==> config.mk <==
export PLATFORM = sky130hd
export DESIGN_NAME = serial_adder
export DESIGN_NICKNAME = d
export VERILOG_FILES = /design/src/rtl/serial_adder_pkg.sv /design/src/rtl/serial_adder_fulladder.sv /design/src/rtl/serial_adder.sv
export SDC_FILE = /design/constraint.sdc
export NUM_CORES = 1
export LEC_CHECK = 0
export CAP_MARGIN = 20
export CORE_MARGIN = 2
export CORE_UTILIZATION = 43
export CTS_CLUSTER_DIAMETER = 60
export DETAILED_ROUTE_END_ITERATION = 8
export GPL_TIMING_DRIVEN = 0
export PLACE_DENSITY = 0.84
export SYNTH_ARGS = -nofsm -noshare
export SYNTH_HDL_FRONTEND = slang
export SYNTH_SLANG_ARGS = --single-unit
==> constraint.sdc <==
create_clock -name clk -period 1.3 [get_ports clk]
set_clock_uncertainty 0.15 [all_clocks]
set_input_delay 0.13 -clock clk [delete_from_list [all_inputs] [get_ports clk]]
set_output_delay 0.13 -clock clk [all_outputs]
set_load 0.03 [all_outputs]
==> src/rtl/serial_adder_pkg.sv <==
// Shared definitions for the digit-serial adder: FSM state encoding and
// the digit-counter sizing helper.
package serial_adder_pkg;

  typedef enum logic [1:0] {
    ST_IDLE = 2'd0,
    ST_RUN  = 2'd1,
    ST_DONE = 2'd2
  } state_t;

  // Digit counter width for n digits; never narrower than one bit.
  function automatic int cnt_width(input int n);
    return (n > 1) ? $clog2(n) : 1;
  endfunction

endpackage

==> src/rtl/serial_adder_fulladder.sv <==
// One-bit full adder cell, chained by the top level into a DIGIT-wide ripple slice.
module fulladder (
  input  logic i_a,
  input  logic i_b,
  input  logic i_cin,
  output logic o_sum,
  output logic o_cout
);

  assign o_sum  = i_a ^ i_b ^ i_cin;
  assign o_cout = (i_a & i_b) | (i_cin & (i_a ^ i_b));

endmodule

==> src/rtl/serial_adder.sv <==
// Digit-serial adder: captures a, b, cin on start, then adds DIGIT bits per
// cycle (LSB digit first) through a ripple slice of full adders.
//
// state   | meaning
// --------+-------------------------------------------------------------
// IDLE    | waiting for start; sum/cout hold the last result
// RUN     | one digit per cycle, N cycles total; busy=1
// DONE    | single cycle, done=1; start here launches the next addition
module serial_adder
  import serial_adder_pkg::*;
#(
  parameter int WIDTH = 8,
  parameter int DIGIT = 1
) (
  input  logic             clk,
  input  logic             rst,
  input  logic             start,
  input  logic [WIDTH-1:0] a,
  input  logic [WIDTH-1:0] b,
  input  logic             cin,
  output logic             busy,
  output logic             done,
  output logic [WIDTH-1:0] sum,
  output logic             cout
);

  localparam int DIG_SAFE = (DIGIT < 1) ? 1 : DIGIT;
  localparam int N        = WIDTH / DIG_SAFE;
  localparam int CNT_W    = cnt_width(N);

  generate
    if (DIGIT < 1 || WIDTH < 1 || (WIDTH % DIG_SAFE) != 0) begin : g_bad_cfg
      $error("serial_adder: WIDTH must be a positive multiple of DIGIT, DIGIT >= 1");
    end
  endgenerate

  state_t             r_state;
  state_t             w_state_nxt;
  logic               w_load;
  logic [WIDTH-1:0]   r_a;
  logic [WIDTH-1:0]   r_b;
  logic [WIDTH-1:0]   r_sum;
  logic               r_carry;
  logic [CNT_W-1:0]   r_cnt;
  logic [DIGIT:0]     w_carry;
  logic [DIGIT-1:0]   w_dsum;

  // Ripple slice over the current low digit of the operand shift registers.
  assign w_carry[0] = r_carry;
  for (genvar g = 0; g < DIGIT; g++) begin : g_fa
    fulladder u_fa (
      .i_a    (r_a[g]),
      .i_b    (r_b[g]),
      .i_cin  (w_carry[g]),
      .o_sum  (w_dsum[g]),
      .o_cout (w_carry[g+1])
    );
  end

  // State register.
  always_ff @(posedge clk) begin
    if (rst) r_state <= ST_IDLE;
    else     r_state <= w_state_nxt;
  end

  // Next-state logic; a load happens whenever start is accepted outside RUN.
  always_comb begin
    w_state_nxt = r_state;
    w_load      = 1'b0;
    case (r_state)
      ST_IDLE: begin
        if (start) begin
          w_state_nxt = ST_RUN;
          w_load      = 1'b1;
        end
      end
      ST_RUN: begin
        if (r_cnt == '0) w_state_nxt = ST_DONE;
      end
      ST_DONE: begin
        if (start) begin
          w_state_nxt = ST_RUN;
          w_load      = 1'b1;
        end else begin
          w_state_nxt = ST_IDLE;
        end
      end
      default: w_state_nxt = ST_IDLE;
    endcase
  end

  // Datapath: operands shift down one digit per RUN cycle, result digits
  // enter sum from the top so the full word is aligned after N cycles.
  // The counter runs down from N-1; zero marks the last digit.
  always_ff @(posedge clk) begin
    if (rst) begin
      r_a     <= '0;
      r_b     <= '0;
      r_sum   <= '0;
      r_carry <= 1'b0;
      r_cnt   <= '0;
    end else if (w_load) begin
      r_a     <= a;
      r_b     <= b;
      r_carry <= cin;
      r_cnt   <= CNT_W'(N - 1);
    end else if (r_state == ST_RUN) begin
      r_a     <= r_a >> DIGIT;
      r_b     <= r_b >> DIGIT;
      r_sum   <= (r_sum >> DIGIT) | (WIDTH'(w_dsum) << (WIDTH - DIGIT));
      r_carry <= w_carry[DIGIT];
      if (r_cnt != '0) r_cnt <= r_cnt - 1'b1;
    end
  end

  assign busy = (r_state == ST_RUN);
  assign done = (r_state == ST_DONE);
  assign sum  = r_sum;
  assign cout = r_carry;

endmodule

# After elaboration in Yosys (flattened, before gate mapping)
# Cells that the tools add are included.
# W data, S select, Z words.
[classes]
n_mux = 15
reduce_logical = 9
addsub = 1
n_eq_ne = 4
n_bitwise = 7
[ops]
columns = ["cell", "count"]
rows = [
  ["$mux W8", 4],
  ["$mux W3", 3],
  ["$or A7 B8 Y8", 1],
  ["$pmux W2 S3", 1],
  ["$reduce_and A2 Y1", 3],
  ["$mux W1", 5],
  ["$mux W2", 2],
  ["$reduce_bool A2 Y1", 2],
  ["$logic_not A3 Y1", 1],
  ["$reduce_bool A3 Y1", 1],
  ["$sub A3 B1 Y3 const B", 1],
  ["$and A1 B1 Y1", 2],
  ["$eq A2 B1 Y1 const B", 1],
  ["$eq A2 B2 Y1 const B", 1],
  ["$logic_not A2 Y1", 1],
  ["$ne A2 B1 Y1 const B", 1],
  ["$ne A2 B2 Y1 const B", 1],
  ["$reduce_or A2 Y1", 1],
  ["$xor A1 B1 Y1", 2],
  ["$not A1 Y1", 1],
  ["$or A1 B1 Y1", 1],
]
[word_totals]
output_inout_bits = 11
reg_bits = 30

# Logic depth before layout (Yosys ltp)
[depth]
ltp_word = 5
mapped_depth = 6
ltp_nobuf = 5

# By module
# A second synthesis with hierarchy kept.
[unflattened]
cells_unflattened = 144
area_unflattened_um2 = 1221.2
[by_module_without_submodules]
columns = ["module", "area_per_inst_um2", "cells_per_inst", "instances"]
rows = [
  ["serial_adder", 1201.2, 143, 1],
  ["fulladder", 20.0, 1, 1],
]

# Worst setup path after synthesis
# No wires, ideal clock.
[synth_timing]
path_type = "reg-to-reg"
startpoint = "register r_cnt[0]"
endpoint = "register r_cnt[2]"
setup_ps = 75
path_buffers = 0
synth_period_minus_slack_ps = 1427
required_ps = 1075
stages_incl_launch_ff = 5
path_slack_ps = -127
arrival_time_ps = 1203
path_cell_list = "dfxtp_1 -> inv_1 -> ha_1 -> or4_1 -> a31oi_1"
[synth_between]
elab_chain_cells = 4
elab_cells_between_ends = 7
classes_between = "1 x add/sub; 3 x mux; 3 x reduce/logical"
[synth_lines]
columns = ["element", "line_no", "source"]
rows = [
  ["from (decl)", "serial_adder.sv:44", "logic [CNT_W-1:0] r_cnt;"],
  ["from (signal assigned)", "serial_adder.sv:106", "r_cnt <= CNT_W'(N - 1);"],
  ["from (signal assigned)", "serial_adder.sv:112", "if (r_cnt != '0) r_cnt <= r_cnt - 1'b1;"],
  ["$sub A3 B1 Y3", "serial_adder.sv:112", ""],
  ["$mux W3", "serial_adder.sv:112", ""],
  ["$mux W3", "serial_adder.sv:107", "end else if (r_state == ST_RUN) begin"],
  ["$mux W3", "serial_adder.sv:102", "end else if (w_load) begin"],
]
# Several ways; a longest one is shown, not always the timed one. The select of a mux whose other input is x is not followed.
# A chain may end at the register's enable or synchronous reset.

# Worst setup path in the final report
[layout_timing]
startpoint = "register r_cnt[1]"
endpoint = "register r_cnt[2]"
# The elaborated chain is that of the path after synthesis.

==> impl_results.md <==
* Combinational power share at 26.7%
* Final hold violation count at 0
* R2R Path Start: r_cnt[1]
* NetSw at 0.000688 W
* Drc violations at 0
* Sw Ratio at 30.7%
* PD cells at 1170 mW/mm^2
* Area of the multi-input gates at 678 um^2
* Worst-Margin Slew at 573 ps
* Vias per cell at 5.85
* Area share of the largest cell type after synthesis at 48.3%
* Max Freq at 672 MHz
* RSZ-0062 raised after global routing: true
* Final Worst Setup Slack at -188 ps
* Routed Antenna Nets at 0
* Vias in the first global route at 1177
* Post-synthesis adder-cell area fraction at 3.62%
* Clk sinks at 30
* Reg2reg setup slack at -190 ps
* Sequential share of power at 46.7%
* Post-synthesis xor/xnor area fraction at 0%
* Port Buffer Count at 29
* Global route total overflow at 0
* Static Leak at 0.737 nW
* Worst path cell trace: inv_1, ha_2, or4_1, a31oi_1
* TritonRoute pass-1 iters at 4
* Synth area leaders: dfxtp_1, nand2_1, a311oi_1, a21oi_1, nor3_1
* Post-synthesis mux area share at 0.805%
* Placed cells at 208
* Htree depth at 2
* Crit path launch: r_cnt[1]
* Clock Path Buffers at 2
* GRT Total Usage at 21.9%
* CP max stage delay at 510 ps
* FF/Latch Area at 612 um^2
* Routability Congestion at 0.831
* Clock root buffer: clkbuf_4
* Crit start category: register
* Post-CTS Hold Buffers at 0
* Final period utilization at 114%
* Ports at 31
* Avg WL per Cell at 17.8 um
* Fraction of layout cells with a size suffix above 1 at 37.1%
* Worst reg2reg path endpoint: r_cnt[2]
* Largest net degree at the start of global routing at 11
* Peak VDD IR at 0.00106 V
* Compound-Gate Fraction of Synth Area at 18.4%
* R2R cell count at 4
* Initial antenna violation count at 0
* Post-synth top area cell: dfxtp_1
* Tmin final at 1490 ps
* DIE WIDTH at 57.8 um
* Final WL at 4070 um
* Post-Syn Nets at 171
* Cell Count, Final, Fillers Out at 228
* Fill count at 203
* Mapped Cells at 148
* First-pass GRT wire length at 5380 um
* Via count at 1333
* Initial Util at 45.1%
* Initial DRC Count at 38
* Simple-gate share of the synthesized area at 21.6%
* Setup-failing EPs final at 26
* Clk_lat worst skew at 350 ps
* Seq cells post-synth at 30
* Status: finished with violations
* Int Pwr at 0.00155 W
* Worst setup path endpoint: r_cnt[2]
* Critical Path AT at 1620 ps
* Netlist cell types at 25
* CP Class: register to register
* Hold_ws at 60.7 ps
* Post-DP HPWL at 2100 um
* Critical Path Fanout Max at 2
* Area growth syn-to-layout at 54.1%
* Max Slew Vio Count at 0
* TritonCTS Buffers at 5
* CTS tree: built
* Nets at 219
* Crit end category: register
* Clk network pwr share at 26.6%
* Clock-pin slew on the worst setup and hold paths at 100 ps
* Rel. slew slack at 61.8%
* Antenna fix cells at 0
* Largest family of logic cells by synthesized area: simple AND/OR/NAND/NOR gates
* Core box area at 0.00276 mm^2
* Yosys warning count at 0
* Hold WC Path Type: primary input to register
* Syn Area/Cell at 8.40 um^2
* Worst endpoint required time at 1430 ps
* Violations in the final reports: setup timing
* Die Area at 0.00334 mm^2
* Seq/Total Area, Yosys at 48.3%
* Max-Cap Viols at 0
* CP max-delay cell: or4_1
* Die height at 57.8 um
* Post-synthesis cell area at 0.00124 mm^2
* Row count at 19
[layout by cell type (no fill, tap or decap), drive strengths merged]
master / netlist / final
a211oi: 2 / 2
a21oi: 13 / 13
a22oi: 3 / 3
a311oi: 11 / 11
a31oi: 1 / 1
and2b: 1 / 1
buf: 10 / 32
clkbuf: 3 / 11
clkdlybuf4s50: 0 / 18
clkinv: 0 / 1
dfxtp: 30 / 30
fa: 1 / 1
ha: 2 / 2
inv: 4 / 4
mux2i: 1 / 1
nand2: 35 / 35
nand2b: 3 / 3
nand3: 4 / 4
nor2: 10 / 10
nor2b: 1 / 1
nor3: 8 / 8
o21ai: 1 / 1
o22ai: 3 / 3
or4: 1 / 1
[synthesized netlist by cell type (all sizes together)]
| cell type | n |
|---|---|
| a211oi | 2 |
| a21oi | 13 |
| a22oi | 3 |
| a311oi | 11 |
| a31oi | 1 |
| and2b | 1 |
| buf | 10 |
| clkbuf | 3 |
| dfxtp | 30 |
| fa | 1 |
| ha | 2 |
| inv | 4 |
| mux2i | 1 |
| nand2 | 35 |
| nand2b | 3 |
| nand3 | 4 |
| nor2 | 10 |
| nor2b | 1 |
| nor3 | 8 |
| o21ai | 1 |
| o22ai | 3 |
| or4 | 1 |
[logic make-up (layout without fill, tap and decap cells)]
| logic type | count (synthesis) | count (layout) |
|---|---|---|
| and+or+nand+nor | 63 | 63 |
| AOI/OAI and AO/OA | 34 | 34 |
| muxes | 1 | 1 |
| adders and majority gates | 3 | 3 |
| buffers and inverters | 17 | 66 |
| DFF | 30 | 30 |
[critical path, delay by kind of cell (launching register included)]
kind / cells / cell delay, ps
DFF: 1 / 350
and+or+nand+nor: 1 / 510
adders and majority gates: 1 / 180
AOI/OAI and AO/OA: 1 / 170
buffers and inverters: 1 / 60
[stage by stage]
stage / TNS [ps] / cell area, um^2 / util [%] / setup slack (ps) / total power (W)
after detailed placement: -4610 / 1580 / 57.2 / -508 / 0.00144
final: -1320 / 1920 / 69.5 / -188 / 0.00224
after floorplan: -56.8 / 1250 / - / -56.8 / 0.00129
after global routing: -2390 / 1920 / 69.5 / -239 / 0.00234
after global placement: -4120 / 1580 / 57.2 / -489 / 0.00142
after CTS: -767 / 1730 / 62.7 / -152 / 0.00206
[registers in the layout (all words and copies together) (netlist names)]
register,count
cout,1
r_cnt,3
r_b,8
sum,8
r_a,8
r_state,2
[final cells by class]
type / instances / area share [%]
Multi-Input combinational cell: 101 / 35.4
Clock inverter: 1 / 0.261
Sequential cell: 30 / 31.9
Inverter: 4 / 0.914
Tap cell: 31 / 2.02
Clock buffer: 7 / 2.87
Timing Repair Buffer: 42 / 20.3
Buffer: 12 / 6.33
[worst min path at each step]
stage,from,endpoint,slack [ps],cells past startpoint
2_1_floorplan,b[7],r_b[7],120,2
3_3_place_gp,r_cnt[0],r_cnt[0],290,1
3_5_place_dp,r_cnt[0],r_cnt[0],300,1
4_1_cts,rst,r_state[0],40,2
5_1_grt,rst,r_b[2],60,2
6_report,rst,sum[1],60,2
[per-layer routing]
layer  up-vias  GRT usage (%)  routed length [um]
met4         0           12.3                 175
li1        612              -                   -
met2        54           37.5                2150
met3        17           6.25                 244
met1       650           24.2                1500
met5         -              0                   0
[timing repair]
| action | 4_1_cts | 5_1_grt |
|---|---|---|
| gates cloned | 0 | 2 |
| buffers inserted | 5 | 6 |
| gates resized for setup | 51 | 69 |
| pin swaps | 2 | 15 |
| endpoints found under the setup margin | 31 | 41 |
[power groups by stage]
stage / registers (W) / clock network, W / logic [W]
3_3_place_gp: 0.00105 / 0 / 0.000373
5_1_grt: 0.00105 / 0.000648 / 0.000642
4_1_cts: 0.00103 / 0.000587 / 0.000433
2_1_floorplan: 0.00106 / 0 / 0.000238
6_report: 0.00105 / 0.000597 / 0.000598
3_5_place_dp: 0.00105 / 0 / 0.000387
Note: power is estimated with default switching activity, not from simulation.
